===== src/rtl/adis_pkg.sv =====
// Shared types and constants for the ADIS IMU read sequencer: register
// address table, SPI read-command format and the sequencer state encoding.
package adis_pkg;

    localparam int REG_W   = 16;
    localparam int N_TABLE = 6;

    localparam logic [5:0] ADDR_GYRO_X = 6'h04;
    localparam logic [5:0] ADDR_GYRO_Y = 6'h06;
    localparam logic [5:0] ADDR_GYRO_Z = 6'h08;
    localparam logic [5:0] ADDR_ACCL_X = 6'h0A;
    localparam logic [5:0] ADDR_ACCL_Y = 6'h0C;
    localparam logic [5:0] ADDR_ACCL_Z = 6'h0E;

    typedef enum logic [2:0] {
        IDLE,
        START,
        WAIT,
        STALL,
        PUBLISH
    } state_t;

    // Frame slot index to register address, gyro first then accel.
    function automatic logic [5:0] reg_addr(input int idx);
        case (idx)
            0:       return ADDR_GYRO_X;
            1:       return ADDR_GYRO_Y;
            2:       return ADDR_GYRO_Z;
            3:       return ADDR_ACCL_X;
            4:       return ADDR_ACCL_Y;
            5:       return ADDR_ACCL_Z;
            default: return ADDR_GYRO_X;
        endcase
    endfunction

    function automatic logic [REG_W-1:0] cmd(input logic [5:0] addr);
        return {2'b00, addr, 8'h00};
    endfunction

endpackage


===== src/rtl/adis_drdy_sync.sv =====
// Two-flop synchronizer for the asynchronous IMU data-ready pin, followed by
// a rising-edge detector on the synchronized level.
module adis_drdy_sync (
    input  logic clk,
    input  logic rst_n,
    input  logic drdy,
    output logic drdy_rise
);

    logic sync1_q;
    logic sync2_q;
    logic sync3_q;

    always_ff @(posedge clk) begin
        if (!rst_n) begin
            sync1_q <= 1'b0;
            sync2_q <= 1'b0;
            sync3_q <= 1'b0;
        end else begin
            sync1_q <= drdy;
            sync2_q <= sync1_q;
            sync3_q <= sync2_q;
        end
    end

    assign drdy_rise = sync2_q & ~sync3_q;

endmodule


===== src/rtl/adis_read_sequencer.sv =====
// Frame-level read sequencer: one pipelined burst of N_REGS+1 SPI reads per
// data-ready edge, stall-time enforcement, timeout abort and atomic publish.
module adis_read_sequencer
    import adis_pkg::*;
#(
    parameter int N_REGS         = 6,
    parameter int STALL_CYCLES   = 16,
    parameter int TIMEOUT_CYCLES = 4096
) (
    input  logic                      clk,
    input  logic                      rst_n,
    input  logic                      enable,
    input  logic                      drdy,
    input  logic                      err_clr,
    output logic                      spi_start,
    output logic [REG_W-1:0]          spi_tx,
    input  logic                      spi_done,
    input  logic [REG_W-1:0]          spi_rx,
    output logic [REG_W*N_REGS-1:0]   frame_data,
    output logic                      frame_valid,
    output logic [15:0]               frame_count,
    output logic                      busy,
    output logic                      overrun,
    output logic                      timeout_err
);

    localparam int K_W     = $clog2(N_REGS + 1);
    localparam int CNT_MAX = (TIMEOUT_CYCLES > STALL_CYCLES) ? TIMEOUT_CYCLES : STALL_CYCLES;
    localparam int CNT_W   = $clog2(CNT_MAX + 1);

    localparam logic [K_W-1:0]   K_LAST       = K_W'(N_REGS);
    localparam logic [CNT_W-1:0] TIMEOUT_LAST = CNT_W'(TIMEOUT_CYCLES - 1);
    // START itself is one of the idle clocks, so STALL lasts STALL_CYCLES-1.
    localparam logic [CNT_W-1:0] STALL_LAST   = CNT_W'((STALL_CYCLES > 1) ? STALL_CYCLES - 2 : 0);

    logic drdy_rise;

    state_t                          state_q, state_d;
    logic [K_W-1:0]                  k_q, k_d;
    logic [CNT_W-1:0]                cnt_q, cnt_d;
    logic [N_REGS-1:0][REG_W-1:0]    shadow_q, shadow_d;
    logic [N_REGS-1:0][REG_W-1:0]    frame_q, frame_d;
    logic                            spi_start_q, spi_start_d;
    logic [REG_W-1:0]                spi_tx_q, spi_tx_d;
    logic                            frame_valid_q, frame_valid_d;
    logic [15:0]                     frame_count_q, frame_count_d;
    logic                            busy_q, busy_d;
    logic                            overrun_q, overrun_d;
    logic                            timeout_err_q, timeout_err_d;

    adis_drdy_sync u_drdy_sync (
        .clk       (clk),
        .rst_n     (rst_n),
        .drdy      (drdy),
        .drdy_rise (drdy_rise)
    );

    always_comb begin
        state_d       = state_q;
        k_d           = k_q;
        cnt_d         = cnt_q;
        shadow_d      = shadow_q;
        frame_d       = frame_q;
        spi_start_d   = 1'b0;
        spi_tx_d      = spi_tx_q;
        frame_valid_d = 1'b0;
        frame_count_d = frame_count_q;
        busy_d        = busy_q;
        overrun_d     = overrun_q;
        timeout_err_d = timeout_err_q;

        // Clear first so that an error raised in the same cycle wins.
        if (err_clr) begin
            overrun_d     = 1'b0;
            timeout_err_d = 1'b0;
        end
        if (drdy_rise && (state_q != IDLE)) begin
            overrun_d = 1'b1;
        end

        case (state_q)
            IDLE: begin
                k_d = '0;
                if (drdy_rise && enable) begin
                    state_d = START;
                    busy_d  = 1'b1;
                end
            end

            START: begin
                spi_start_d = 1'b1;
                spi_tx_d    = cmd(reg_addr((k_q == K_LAST) ? 0 : int'(k_q)));
                cnt_d       = '0;
                state_d     = WAIT;
            end

            WAIT: begin
                if (spi_done) begin
                    // The IMU answers the previous command; transfer 0 returns junk.
                    if (k_q != '0) begin
                        shadow_d[k_q - K_W'(1)] = spi_rx;
                    end
                    if (k_q == K_LAST) begin
                        frame_d       = shadow_d;
                        frame_valid_d = 1'b1;
                        frame_count_d = frame_count_q + 16'd1;
                        state_d       = PUBLISH;
                    end else begin
                        k_d     = k_q + K_W'(1);
                        cnt_d   = '0;
                        state_d = (STALL_CYCLES > 1) ? STALL : START;
                    end
                end else if (cnt_q == TIMEOUT_LAST) begin
                    timeout_err_d = 1'b1;
                    shadow_d      = '0;
                    k_d           = '0;
                    busy_d        = 1'b0;
                    state_d       = IDLE;
                end else begin
                    cnt_d = cnt_q + CNT_W'(1);
                end
            end

            STALL: begin
                if (cnt_q == STALL_LAST) begin
                    state_d = START;
                end else begin
                    cnt_d = cnt_q + CNT_W'(1);
                end
            end

            PUBLISH: begin
                k_d     = '0;
                busy_d  = 1'b0;
                state_d = IDLE;
            end

            default: begin
                state_d = IDLE;
            end
        endcase
    end

    always_ff @(posedge clk) begin
        if (!rst_n) begin
            state_q       <= IDLE;
            k_q           <= '0;
            cnt_q         <= '0;
            shadow_q      <= '0;
            frame_q       <= '0;
            spi_start_q   <= 1'b0;
            spi_tx_q      <= '0;
            frame_valid_q <= 1'b0;
            frame_count_q <= '0;
            busy_q        <= 1'b0;
            overrun_q     <= 1'b0;
            timeout_err_q <= 1'b0;
        end else begin
            state_q       <= state_d;
            k_q           <= k_d;
            cnt_q         <= cnt_d;
            shadow_q      <= shadow_d;
            frame_q       <= frame_d;
            spi_start_q   <= spi_start_d;
            spi_tx_q      <= spi_tx_d;
            frame_valid_q <= frame_valid_d;
            frame_count_q <= frame_count_d;
            busy_q        <= busy_d;
            overrun_q     <= overrun_d;
            timeout_err_q <= timeout_err_d;
        end
    end

    for (genvar gi = 0; gi < N_REGS; gi++) begin : g_frame_out
        assign frame_data[REG_W*gi +: REG_W] = frame_q[gi];
    end

    assign spi_start   = spi_start_q;
    assign spi_tx      = spi_tx_q;
    assign frame_valid = frame_valid_q;
    assign frame_count = frame_count_q;
    assign busy        = busy_q;
    assign overrun     = overrun_q;
    assign timeout_err = timeout_err_q;

endmodule


===== config.mk =====
export PLATFORM = sky130hd
export DESIGN_NAME = adis_read_sequencer
export DESIGN_NICKNAME = d
export VERILOG_FILES = /design/src/rtl/adis_pkg.sv /design/src/rtl/adis_drdy_sync.sv /design/src/rtl/adis_read_sequencer.sv
export SDC_FILE = /design/constraint.sdc
export NUM_CORES = 1
export LEC_CHECK = 0
export ABC_AREA = 1
export CORE_ASPECT_RATIO = 1.4
export CORE_MARGIN = 1.5
export CORE_UTILIZATION = 65
export DETAILED_ROUTE_END_ITERATION = 10
export DONT_BUFFER_PORTS = 1
export PLACE_DENSITY = 0.92
export SLEW_MARGIN = 15
export SYNTH_ARGS = -nofsm -noshare
export SYNTH_HDL_FRONTEND = slang
export SYNTH_HIERARCHICAL = 1
export SYNTH_SLANG_ARGS = --single-unit
export TNS_END_PERCENT = 10

===== constraint.sdc =====
create_clock -name clk -period 3.1 [get_ports clk]
set_input_delay 0.465 -clock clk [delete_from_list [all_inputs] [get_ports clk]]
set_output_delay 0.465 -clock clk [all_outputs]
set_load 0.02 [all_outputs]

==> results of run 1 <==
how the worst max path moves through the flow:
stage,start,cells past startpoint,to
2_1_floorplan,k_q[0]$_SDFFE_PN0P_,10,shadow_q[84]$_SDFFE_PN0P_
3_3_place_gp,k_q[0]$_SDFFE_PN0P_,11,shadow_q[60]$_SDFFE_PN0P_
3_5_place_dp,k_q[0]$_SDFFE_PN0P_,11,shadow_q[29]$_SDFFE_PN0P_
4_1_cts,k_q[0]$_SDFFE_PN0P_,11,shadow_q[29]$_SDFFE_PN0P_
5_1_grt,k_q[0]$_SDFFE_PN0P_,8,shadow_q[74]$_SDFFE_PN0P_
6_report,k_q[0]$_SDFFE_PN0P_,11,shadow_q[40]$_SDFFE_PN0P_
power groups by stage:
stage	Clock [W]	Sequential [W]	Combinational, W
detailed placement	0	0.00317	0.000286
global route	0.00290	0.00310	0.000324
CTS	0.00278	0.00310	0.000288
global placement	0	0.00317	0.000281
finish	0.00276	0.00310	0.000295
floorplan	0	0.00317	0.000263
stage by stage:
step / util [%] / std cells / area, um2 / total power, W
finish: 71.3 / 1663 / 11200 / 0.00616
global route: 71.3 / 1663 / 11200 / 0.00632
CTS: 71.3 / 1663 / 11200 / 0.00618
detailed placement: 66.5 / 1623 / 10500 / 0.00346
global placement: 66.5 / 1623 / 10500 / 0.00345
floorplan: - / 1512 / 10600 / 0.00343
critical path: cells and delay by family, from the launching register on:
kind | cells | cell delay, ps
compound gates | 2 | 250
xor+xnor | 1 | 160
fa+ha+maj | 1 | 260
buf+inv | 3 | 610
flops | 1 | 420
simple gates | 4 | 740
layer usage:
layer | global-route usage, % | part of all wire, %
met1 | 36.5 | 37
met2 | 54.3 | 48
met3 | 6.39 | 8.4
met4 | 17.3 | 5.7
met5 | 0 | 0
final cells by class:
| cell class | count | area [um2] |
|---|---|---|
| repair buffers | 17 | 140 |
| well taps | 196 | 245 |
| clock inverters | 6 | 55.1 |
| fillers | 1251 | 4520 |
| clock buffers | 34 | 697 |
| multi-input cells | 961 | 4530 |
| flip-flops and latches | 238 | 4760 |
| inverters | 211 | 795 |
kinds of logic (layout without fill, tap and decap cells):
group	after synthesis	in the layout	share of synthesized area, %
and+or+nand+nor	577	577	23.5
AOI/OAI and AO/OA	351	351	16.9
buffers and inverters	313	268	12.3
DFF	238	238	45.3
xor gates and xnor gates	12	12	0.999
adders and majority gates	8	8	0.951
other	1	13	0.0356
placed cells by master (no fill, tap or decap):
master / Yosys / layout
o21ai_1: 44 / 44
or2_1: 1 / 1
nor3b_2: 1 / 1
xnor2_1: 3 / 3
buf_4: 17 / 16
or2_0: 29 / 29
bufinv_16: 0 / 1
clkbuf_8: 0 / 8
ha_1: 8 / 8
inv_2: 6 / 5
nand4_1: 6 / 6
clkbuf_16: 0 / 23
nor3_1: 6 / 6
a21oi_1: 126 / 126
nand2_2: 2 / 1
a211oi_1: 2 / 2
inv_1: 205 / 205
clkinv_2: 0 / 5
or2_2: 3 / 3
and2_1: 1 / 1
inv_4: 0 / 1
a31oi_1: 1 / 1
nand2_1: 340 / 339
dfxtp_1: 238 / 238
nor3_4: 1 / 1
o211ai_1: 7 / 7
nor3_2: 1 / 1
o21ai_0: 170 / 170
xor2_1: 9 / 9
conb_1: 1 / 13
nor2_1: 53 / 53
clkbuf_1: 54 / 3
nand2_4: 0 / 2
nor2_2: 4 / 4
a21boi_0: 1 / 1
nand3_1: 129 / 129
buf_12: 0 / 1
flip-flops by register name (all words and copies together) (netlist names), 3 cells and up:
register and count:
shadow_q 96, k_q 3, frame_count 16, frame_data 96
state_q 3, cnt_q 13, spi_tx 3
cell usage after synthesis, types with 7 or more instances:
cell type	instances
nand3_1	129
ha_1	8
buf_4	17
o211ai_1	7
clkbuf_1	54
buf_1	10
inv_1	205
o21ai_0	170
buf_2	17
a21oi_1	126
xor2_1	9
or2_0	29
o21ai_1	44
dfxtp_1	238
nor2_1	53
nand2_1	340
==> run_results.csv, run 1 <==
group,metric,value,unit
run_status,status,"finished clean",
sta,tns,0,ps
synthesis,ys_ff_latch,238,
placed_design,gp_congestion,0.894,
power,p_int,0.00476,W
sta,tightest_slew,1030,ps
sta,slew_headroom,31.3,%
power,power_density,549,nW/um2
cts,post_cts_buffers,0,
worst_setup_path,endpoint_kind,"flop",
min_path,holdPathStages,2,
synthesis,synth.top_cell.area_share,45.3,%
synthesis,avgSynthCellArea,7.02,um2
placed_design,port_buffers,0,
worst_setup_path,r2r-start,"k_q[0]$_SDFFE_PN0P_",
worst_setup_path,slowest_delay,510,ps
sta,hold_viol,0,
worst_setup_path,r2r_setup_slack,570,ps
cts,cts_resized,0,
synthesis,synthesis.area,10500,um2
synthesis,synth_top_flop_cell,"dfxtp_1",
floorplanning,rows,54,
detailed_routing,antenna_left,0,
sta,final_max_slew_viol_count,0,
detailed_routing,num_vias,9518,
floorplanning,dieArea,17000,um2
worst_setup_path,cp_cell_sequence,"inv_1 > ha_1 > xor2_1 > nor2_1 > nand2_1 > buf_4 > nand2_1 > o21ai_0 > inv_1 > nand2_1 > a21oi_1",
global_routing,grt_max_degree,114,
cts,clk-insertion-delay-late,500,ps
floorplanning,fp.dieW,111,um
power,netSwitchingPower,0.00140,W
synthesis,synth_edf_count,0,
power,p_leak,4.84,nW
floorplanning,ios,155,
min_path,hp-class,"primary input to flop",
placed_design,hpwl,16800,um
detailed_routing,vias_per_cell,5.72,
sta,layout_min_cycle_time,2530,ps
detailed_routing,routed_wl,27400,um
worst_setup_path,r2r-end,"shadow_q[40]$_SDFFE_PN0P_",
worst_setup_path,worstPathMaxFanout,31,
min_path,hp-start,"rst_n",
worst_setup_path,crit_path_top_delay_cell,"nand2_1",
sta,setup_viol,0,
cts,ctsHoldBuffers,0,
cts,path_clk_slew,70,ps
floorplanning,die_h,154,um
cts,cts_tree,"built",
sta,period_share,81.7,%
floorplanning,start_util,66.8,%
worst_setup_path,crit_top_cell,"nand2_1",
detailed_routing,first_pass_iters,5,
min_path,min_to,"u_drdy_sync/sync1_q$_SDFF_PN0_",
cts,clk_path_buf_depth,3,
detailed_routing,drc,0,
cts,cts_sinks,238,
synthesis,seq_area_frac_synth,45.3,%
global_routing,grt_overflow,0,
worst_setup_path,crit_arrival,2960,ps
sta,holdWs,63.2,ps
sta,fmax,395,MHz
synthesis,synthTopCellsByArea,"dfxtp_1 45%, nand2_1 12%, o21ai_0 8.1%",
sta,rsz0062_at_grt,"no",
sta,worst_slack,568,ps
power,pwr-share-clk,44.8,%
layout,nets,1481,
power,p_sw_share,22.7,%
floorplanning,core,15700,um2
power,ir_worst_vdd,0.508,mV
global_routing,grt_pass1_vias,9064,
detailed_routing,wl_per_cell,16.5,um
global_routing,grt_usage,31.5,%
layout,syn_to_final_growth,6.65,%
worst_setup_path,start_kind,"flop",
layout,drive_gt1_share,4.98,%
detailed_routing,drtIter0Drc,818,
global_routing,antenna_found_initial,0,
cts,cts_made_buffers,22,
worst_setup_path,reg2regPathDepth,11,
synthesis,ys_warn_count,6,
placed_design,post-place-ws,664,ps
cts,htreeDepth,1,
cts,cts_root_buf,"clkbuf_16",
power,pwr-share-seq,50.4,%
synthesis,synthesis.instances,1500,
sta,fin_skew,6.70,ps
layout,diodes,0,
synthesis,synth_top_area_cell,"dfxtp_1",
global_routing,grt_pass1_wl,44000,um
worst_setup_path,required,3530,ps
synthesis,synth-async-reset-ratio,0,%
power,comb_power_share,4.8,%
worst_setup_path,path_class,"flop to flop",
synthesis,synth_cell_types,33,
job,maxCapViolations,0,
(Power assumes the default switching activity.)
==> run 2, diff against run 1 <==
--- a/config.mk
+++ b/config.mk
@@ -8,10 +8,10 @@
 export ABC_AREA = 1
 export CORE_ASPECT_RATIO = 1.4
 export CORE_MARGIN = 1.5
-export CORE_UTILIZATION = 65
+export CORE_UTILIZATION = 57
 export DETAILED_ROUTE_END_ITERATION = 10
 export DONT_BUFFER_PORTS = 1
-export PLACE_DENSITY = 0.92
+export PLACE_DENSITY = 0.86
 export SLEW_MARGIN = 15
 export SYNTH_ARGS = -nofsm -noshare
 export SYNTH_HDL_FRONTEND = slang
==> constraint.sdc (replaced) <==
create_clock -name clk -period 2.16 [get_ports clk]
set_input_delay 0.324 -clock clk [delete_from_list [all_inputs] [get_ports clk]]
set_output_delay 0.324 -clock clk [all_outputs]
set_load 0.02 [all_outputs]
==> run_results.csv, run 2 (synthesized netlist as in run 1, its figures left out) <==
group,metric,value,unit
run_status,status,"finished clean",
worst_setup_path,slowest_delay,370,ps
worst_setup_path,cp_cell_sequence,"ha_1 > nand2_1 > nor2_2 > nand2_1 > o21ai_1 > nand2_4 > buf_12 > nand2_1 > a21oi_1",
worst_setup_path,required,2520,ps
power,ir_worst_vdd,0.755,mV
cts,clk_path_buf_depth,3,
power,p_int,0.00702,W
sta,final_max_slew_viol_count,0,
detailed_routing,drc,0,
job,maxCapViolations,0,
detailed_routing,antenna_left,0,
worst_setup_path,path_class,"flop to flop",
sta,fmax,500,MHz
power,comb_power_share,5.5,%
layout,fin_util,64.4,%
power,power_density,787,nW/um2
min_path,hp-class,"primary input to flop",
worst_setup_path,crit_arrival,2360,ps
power,netSwitchingPower,0.00211,W
sta,holdWs,12.4,ps
detailed_routing,drtIter0Drc,782,
layout,final_common_cell,"nand2_1",
global_routing,grt_pass1_vias,8752,
power,p_leak,4.99,nW
sta,rsz0062_at_grt,"yes",
floorplanning,fp.dieW,118,um
detailed_routing,wl_per_cell,16.4,um
sta,setup_viol,0,
sta,slew_headroom,64.3,%
worst_setup_path,crit_path_top_delay_cell,"dfxtp_1",
sta,hold_viol,0,
layout,final_cell_mix,"339 x nand2_1, 237 x dfxtp_1, 205 x inv_1",
detailed_routing,first_pass_iters,5,
layout,syn_to_final_growth,10.2,%
cts,post_cts_buffers,0,
worst_setup_path,start_kind,"flop",
layout,nFillCells,1588,
global_routing,grt_pass1_wl,44500,um
global_routing,grt_max_degree,97,
floorplanning,ios,155,
floorplanning,core,18000,um2
worst_setup_path,endpoint_kind,"flop",
floorplanning,dieArea,19300,um2
cts,cts_tree,"built",
worst_setup_path,crit_family,"simple AND/OR/NAND/NOR gates",
floorplanning,start_util,58.5,%
cts,clk-insertion-delay-late,500,ps
layout,nets,1499,
cts,cts_root_buf,"clkbuf_16",
worst_setup_path,worstPathMaxFanout,96,
worst_setup_path,crit_top_cell,"nand2_1",
layout,drive_gt1_share,5.80,%
cts,path_clk_slew,70,ps
sta,layout_min_cycle_time,2000,ps
placed_design,hpwl,16900,um
floorplanning,die_h,164,um
power,pwr-share-clk,45.7,%
cts,cts_sinks,238,
placed_design,port_buffers,0,
global_routing,grt_usage,28.6,%
sta,period_share,92.6,%
global_routing,antenna_found_initial,0,
detailed_routing,routed_wl,28200,um
sta,fin_skew,7.36,ps
floorplanning,rows,58,
power,pwr-share-seq,48.7,%
sta,tightest_slew,535,ps
worst_setup_path,path_buf_inv,1,
placed_design,gp_congestion,0.860,
detailed_routing,num_vias,9475,
global_routing,grt_overflow,0,
layout,diodes,0,
power,p_sw_share,23.1,%
cts,htreeDepth,1,
cts,cts_made_buffers,23,
detailed_routing,vias_per_cell,5.50,
run 2: cell types whose count changed in the layout (fill, tap and decap cells not counted), moves of 2 or more:
cell / delta
clkbuf_8: -3
buf_12: +9
o21ai_0: -6
bufinv_16: +2
dlygate4sd3_1: +7
o21ai_1: +6
run 2: final timing paths:
path | slack, ps | cells past startpoint | to | from
setup reg to reg | 160 | 9 | shadow_q[80]$_SDFFE_PN0P_ | cnt_q[1]$_SDFFE_PN0P_
hold reg to reg | 410 | 2 | u_drdy_sync/sync2_q$_SDFF_PN0_ | u_drdy_sync/sync1_q$_SDFF_PN0_
setup / recovery | 160 | 9 | shadow_q[80]$_SDFFE_PN0P_ | cnt_q[1]$_SDFFE_PN0P_
hold / removal | 10 | 2 | frame_data[24]$_SDFFE_PN0P_ | rst_n
run 2: final cells by class:
cell class,instances,area [um2],share of cell area [%]
Clock buffer,30,652,5.62
Timing Repair Buffer,34,418,3.60
Clock inverter,10,133,1.14
Tap cell,240,300,2.59
Sequential cell,238,4770,41.1
Inverter,211,795,6.85
Multi-Input combinational cell,961,4530,39.1
run 2: metrics by stage:
step	total power (W)	area [um2]	TNS [ps]	setup slack, ps	cells
finish	0.00913	11600	0	159	1724
detailed placement	0.00498	10700	0	191	1675
global placement	0.00498	10700	0	254	1675
global route	0.00941	11600	-9.51	-9.51	1724
floorplan	0.00493	10600	0	359	1512
CTS	0.00916	11600	0	144	1724
run 2: power groups by stage:
stage	clock, W	combinational, W	sequential, W
after global routing	0.00441	0.000553	0.00445
after global placement	0	0.000428	0.00455
after detailed placement	0	0.000428	0.00455
final	0.00418	0.000506	0.00445
after CTS	0.00422	0.000493	0.00445
after floorplan	0	0.000378	0.00455
run 2: per-layer routing:
| layer | up-vias | global-route usage (%) | part of all wire (%) |
|---|---|---|---|
| met4 | 0 | 16.9 | 6.2 |
| met1 | 4379 | 33.3 | 38 |
| met3 | 87 | 6.08 | 7.9 |
| met5 | - | 0 | 0 |
| li1 | 4668 | - | - |
| met2 | 341 | 48.8 | 48 |
run 2: timing repair:
item,in CTS,in global routing
hold buffers,9,0
resized for setup,0,9
endpoints found under the hold margin,85,0
endpoints found under the setup margin,0,15
run 2: worst reg2reg max path: stages (launching register included):
cell and delay (ps):
dfxtp_1 370, ha_1 220, nand2_1 80, nor2_2 150, nand2_1 150, o21ai_1 280, nand2_4 80, buf_12 220
nand2_1 220, a21oi_1 80
==> run 3, diff against run 2 <==
--- a/config.mk
+++ b/config.mk
@@ -7,7 +7,7 @@
 export LEC_CHECK = 0
 export ABC_AREA = 1
 export CORE_ASPECT_RATIO = 1.4
-export CORE_MARGIN = 1.5
+export CORE_MARGIN = 2
 export CORE_UTILIZATION = 57
 export DETAILED_ROUTE_END_ITERATION = 10
 export DONT_BUFFER_PORTS = 1
==> run_results.csv, run 3 (synthesized netlist as in run 1, its figures left out) <==
group,metric,value,unit
layout,finalNonFillerCells,1725,
floorplanning,fp.dieW,119,um
worst_setup_path,path_class,"flop to flop",
power,pwr-share-clk,44.7,%
global_routing,grt_pass1_vias,8642,
min_path,hp-class,"primary input to flop",
sta,tns,0,ps
job,maxCapViolations,0,
min_path,hp-start,"rst_n",
floorplanning,dieArea,19600,um2
power,pwr-share-seq,49.8,%
detailed_routing,wl_per_cell,16.3,um
cts,htreeDepth,1,
cts,clk-insertion-delay-late,510,ps
worst_setup_path,start_kind,"flop",
sta,hold_viol,0,
worst_setup_path,crit_arrival,2440,ps
global_routing,grt_usage,27.8,%
cts,cts_sinks,238,
placed_design,port_buffers,0,
placed_design,hpwl,17100,um
power,comb_power_share,5.6,%
layout,drive_gt1_share,5.59,%
min_path,holdPathStages,2,
sta,slew_headroom,56.5,%
sta,fmax,494,MHz
layout,fin_area,11500,um2
power,p_sw_share,23.4,%
floorplanning,ios,155,
cts,post_cts_buffers,0,
worst_setup_path,r2r_setup_slack,130,ps
worst_setup_path,endpoint_kind,"flop",
layout,final_common_cell,"nand2_1",
power,ir_worst_vdd,0.680,mV
floorplanning,die_h,165,um
power,total_power,0.00895,W
min_path,min_to,"frame_data[10]$_SDFFE_PN0P_",
cts,cts_tree,"built",
cts,cts_made_buffers,24,
global_routing,grt_pass1_wl,43900,um
detailed_routing,num_vias,9465,
power,p_int,0.00685,W
placed_design,dpl_cell_area,10700,um2
placed_design,gp_congestion,0.848,
global_routing,grt_overflow,0,
detailed_routing,drc,0,
global_routing,grt_max_degree,126,
sta,final_max_slew_viol_count,0,
detailed_routing,routed_wl,28200,um
placed_design,dp_cells,1676,
layout,diodes,0,
detailed_routing,drtIter0Drc,827,
power,power_density,775,nW/um2
layout,syn_to_final_growth,9.74,%
run_status,status,"finished clean",
power,netSwitchingPower,0.00209,W
power,p_leak,4.95,nW
global_routing,antenna_found_initial,0,
detailed_routing,vias_per_cell,5.49,
worst_setup_path,r2r-start,"k_q[0]$_SDFFE_PN0P_",
cts,path_clk_slew,60,ps
sta,period_share,93.8,%
sta,tightest_slew,651,ps
floorplanning,rows,58,
detailed_routing,first_pass_iters,5,
floorplanning,core,18100,um2
detailed_routing,antenna_left,0,
cts,cts_root_buf,"clkbuf_16",
worst_setup_path,reg2regPathDepth,8,
layout,final_cell_mix,"339 x nand2_1, 237 x dfxtp_1, 205 x inv_1",
sta,layout_min_cycle_time,2030,ps
worst_setup_path,worstPathMaxFanout,41,
sta,setup_viol,0,
sta,fin_skew,10.4,ps
layout,nets,1499,
worst_setup_path,r2r-end,"frame_data[25]$_SDFFE_PN0P_",
cts,clk_path_buf_depth,3,
floorplanning,start_util,58.2,%
sta,holdWs,15.1,ps
sta,rsz0062_at_grt,"yes",
worst_setup_path,required,2570,ps
-- run 3: final cells by class --
class / instances / area (um2)
Inverter: 211 / 795
Fill cell: 1543 / 6520
Sequential cell: 238 / 4770
Timing Repair Buffer: 33 / 399
Multi-Input combinational cell: 961 / 4530
Tap cell: 240 / 300
Clock buffer: 38 / 734
Clock inverter: 4 / 25.0
-- run 3: worst max path at each step --
stage / start / end / slack [ps]
3_3_place_gp: k_q[0]$_SDFFE_PN0P_ / frame_data[65]$_SDFFE_PN0P_ / 260
2_1_floorplan: k_q[0]$_SDFFE_PN0P_ / shadow_q[84]$_SDFFE_PN0P_ / 360
4_1_cts: k_q[0]$_SDFFE_PN0P_ / frame_data[25]$_SDFFE_PN0P_ / 110
6_report: k_q[0]$_SDFFE_PN0P_ / frame_data[25]$_SDFFE_PN0P_ / 130
5_1_grt: k_q[0]$_SDFFE_PN0P_ / shadow_q[83]$_SDFFE_PN0P_ / 8
3_5_place_dp: k_q[0]$_SDFFE_PN0P_ / frame_data[25]$_SDFFE_PN0P_ / 150
-- run 3: repair_timing --
action,4_1_cts,5_1_grt
hold buffers,6,1
resized for setup,0,6
hold endpoints to repair,98,1
setup endpoints to repair,0,18
-- run 3: layer usage --
metal	vias to the layer above	track usage [%]	part of all wire, %
li1	4684	-	-
met1	4361	32.1	38
met2	343	48.2	49
met3	77	6.56	8.5
met4	0	14.0	5.0
met5	-	0	0
-- run 3: worst max-delay path: stages (launching register included) --
cell and delay [ps]:
dfxtp_1 350, inv_1 110, ha_1 240, nand2_1 130, nor2_2 70, nand2_4 150, buf_4 430, nand3_1 220
o21ai_1 200
-- run 3: per-stage QoR --
step | utilization (%) | worst slack [ps]
after CTS | 63.8 | 110
after global placement | 59.2 | 258
after floorplan | - | 359
after global routing | 63.9 | 7.64
final | 63.9 | 134
after detailed placement | 59.2 | 152
-- run 3: power by group through the flow --
| stage | clock (W) | combinational (W) | sequential, W |
|---|---|---|---|
| 5_1_grt | 0.00421 | 0.000538 | 0.00445 |
| 4_1_cts | 0.00402 | 0.000485 | 0.00445 |
| 3_5_place_dp | 0 | 0.000433 | 0.00455 |
| 3_3_place_gp | 0 | 0.000429 | 0.00455 |
| 2_1_floorplan | 0 | 0.000378 | 0.00455 |
| 6_report | 0.00399 | 0.000497 | 0.00445 |
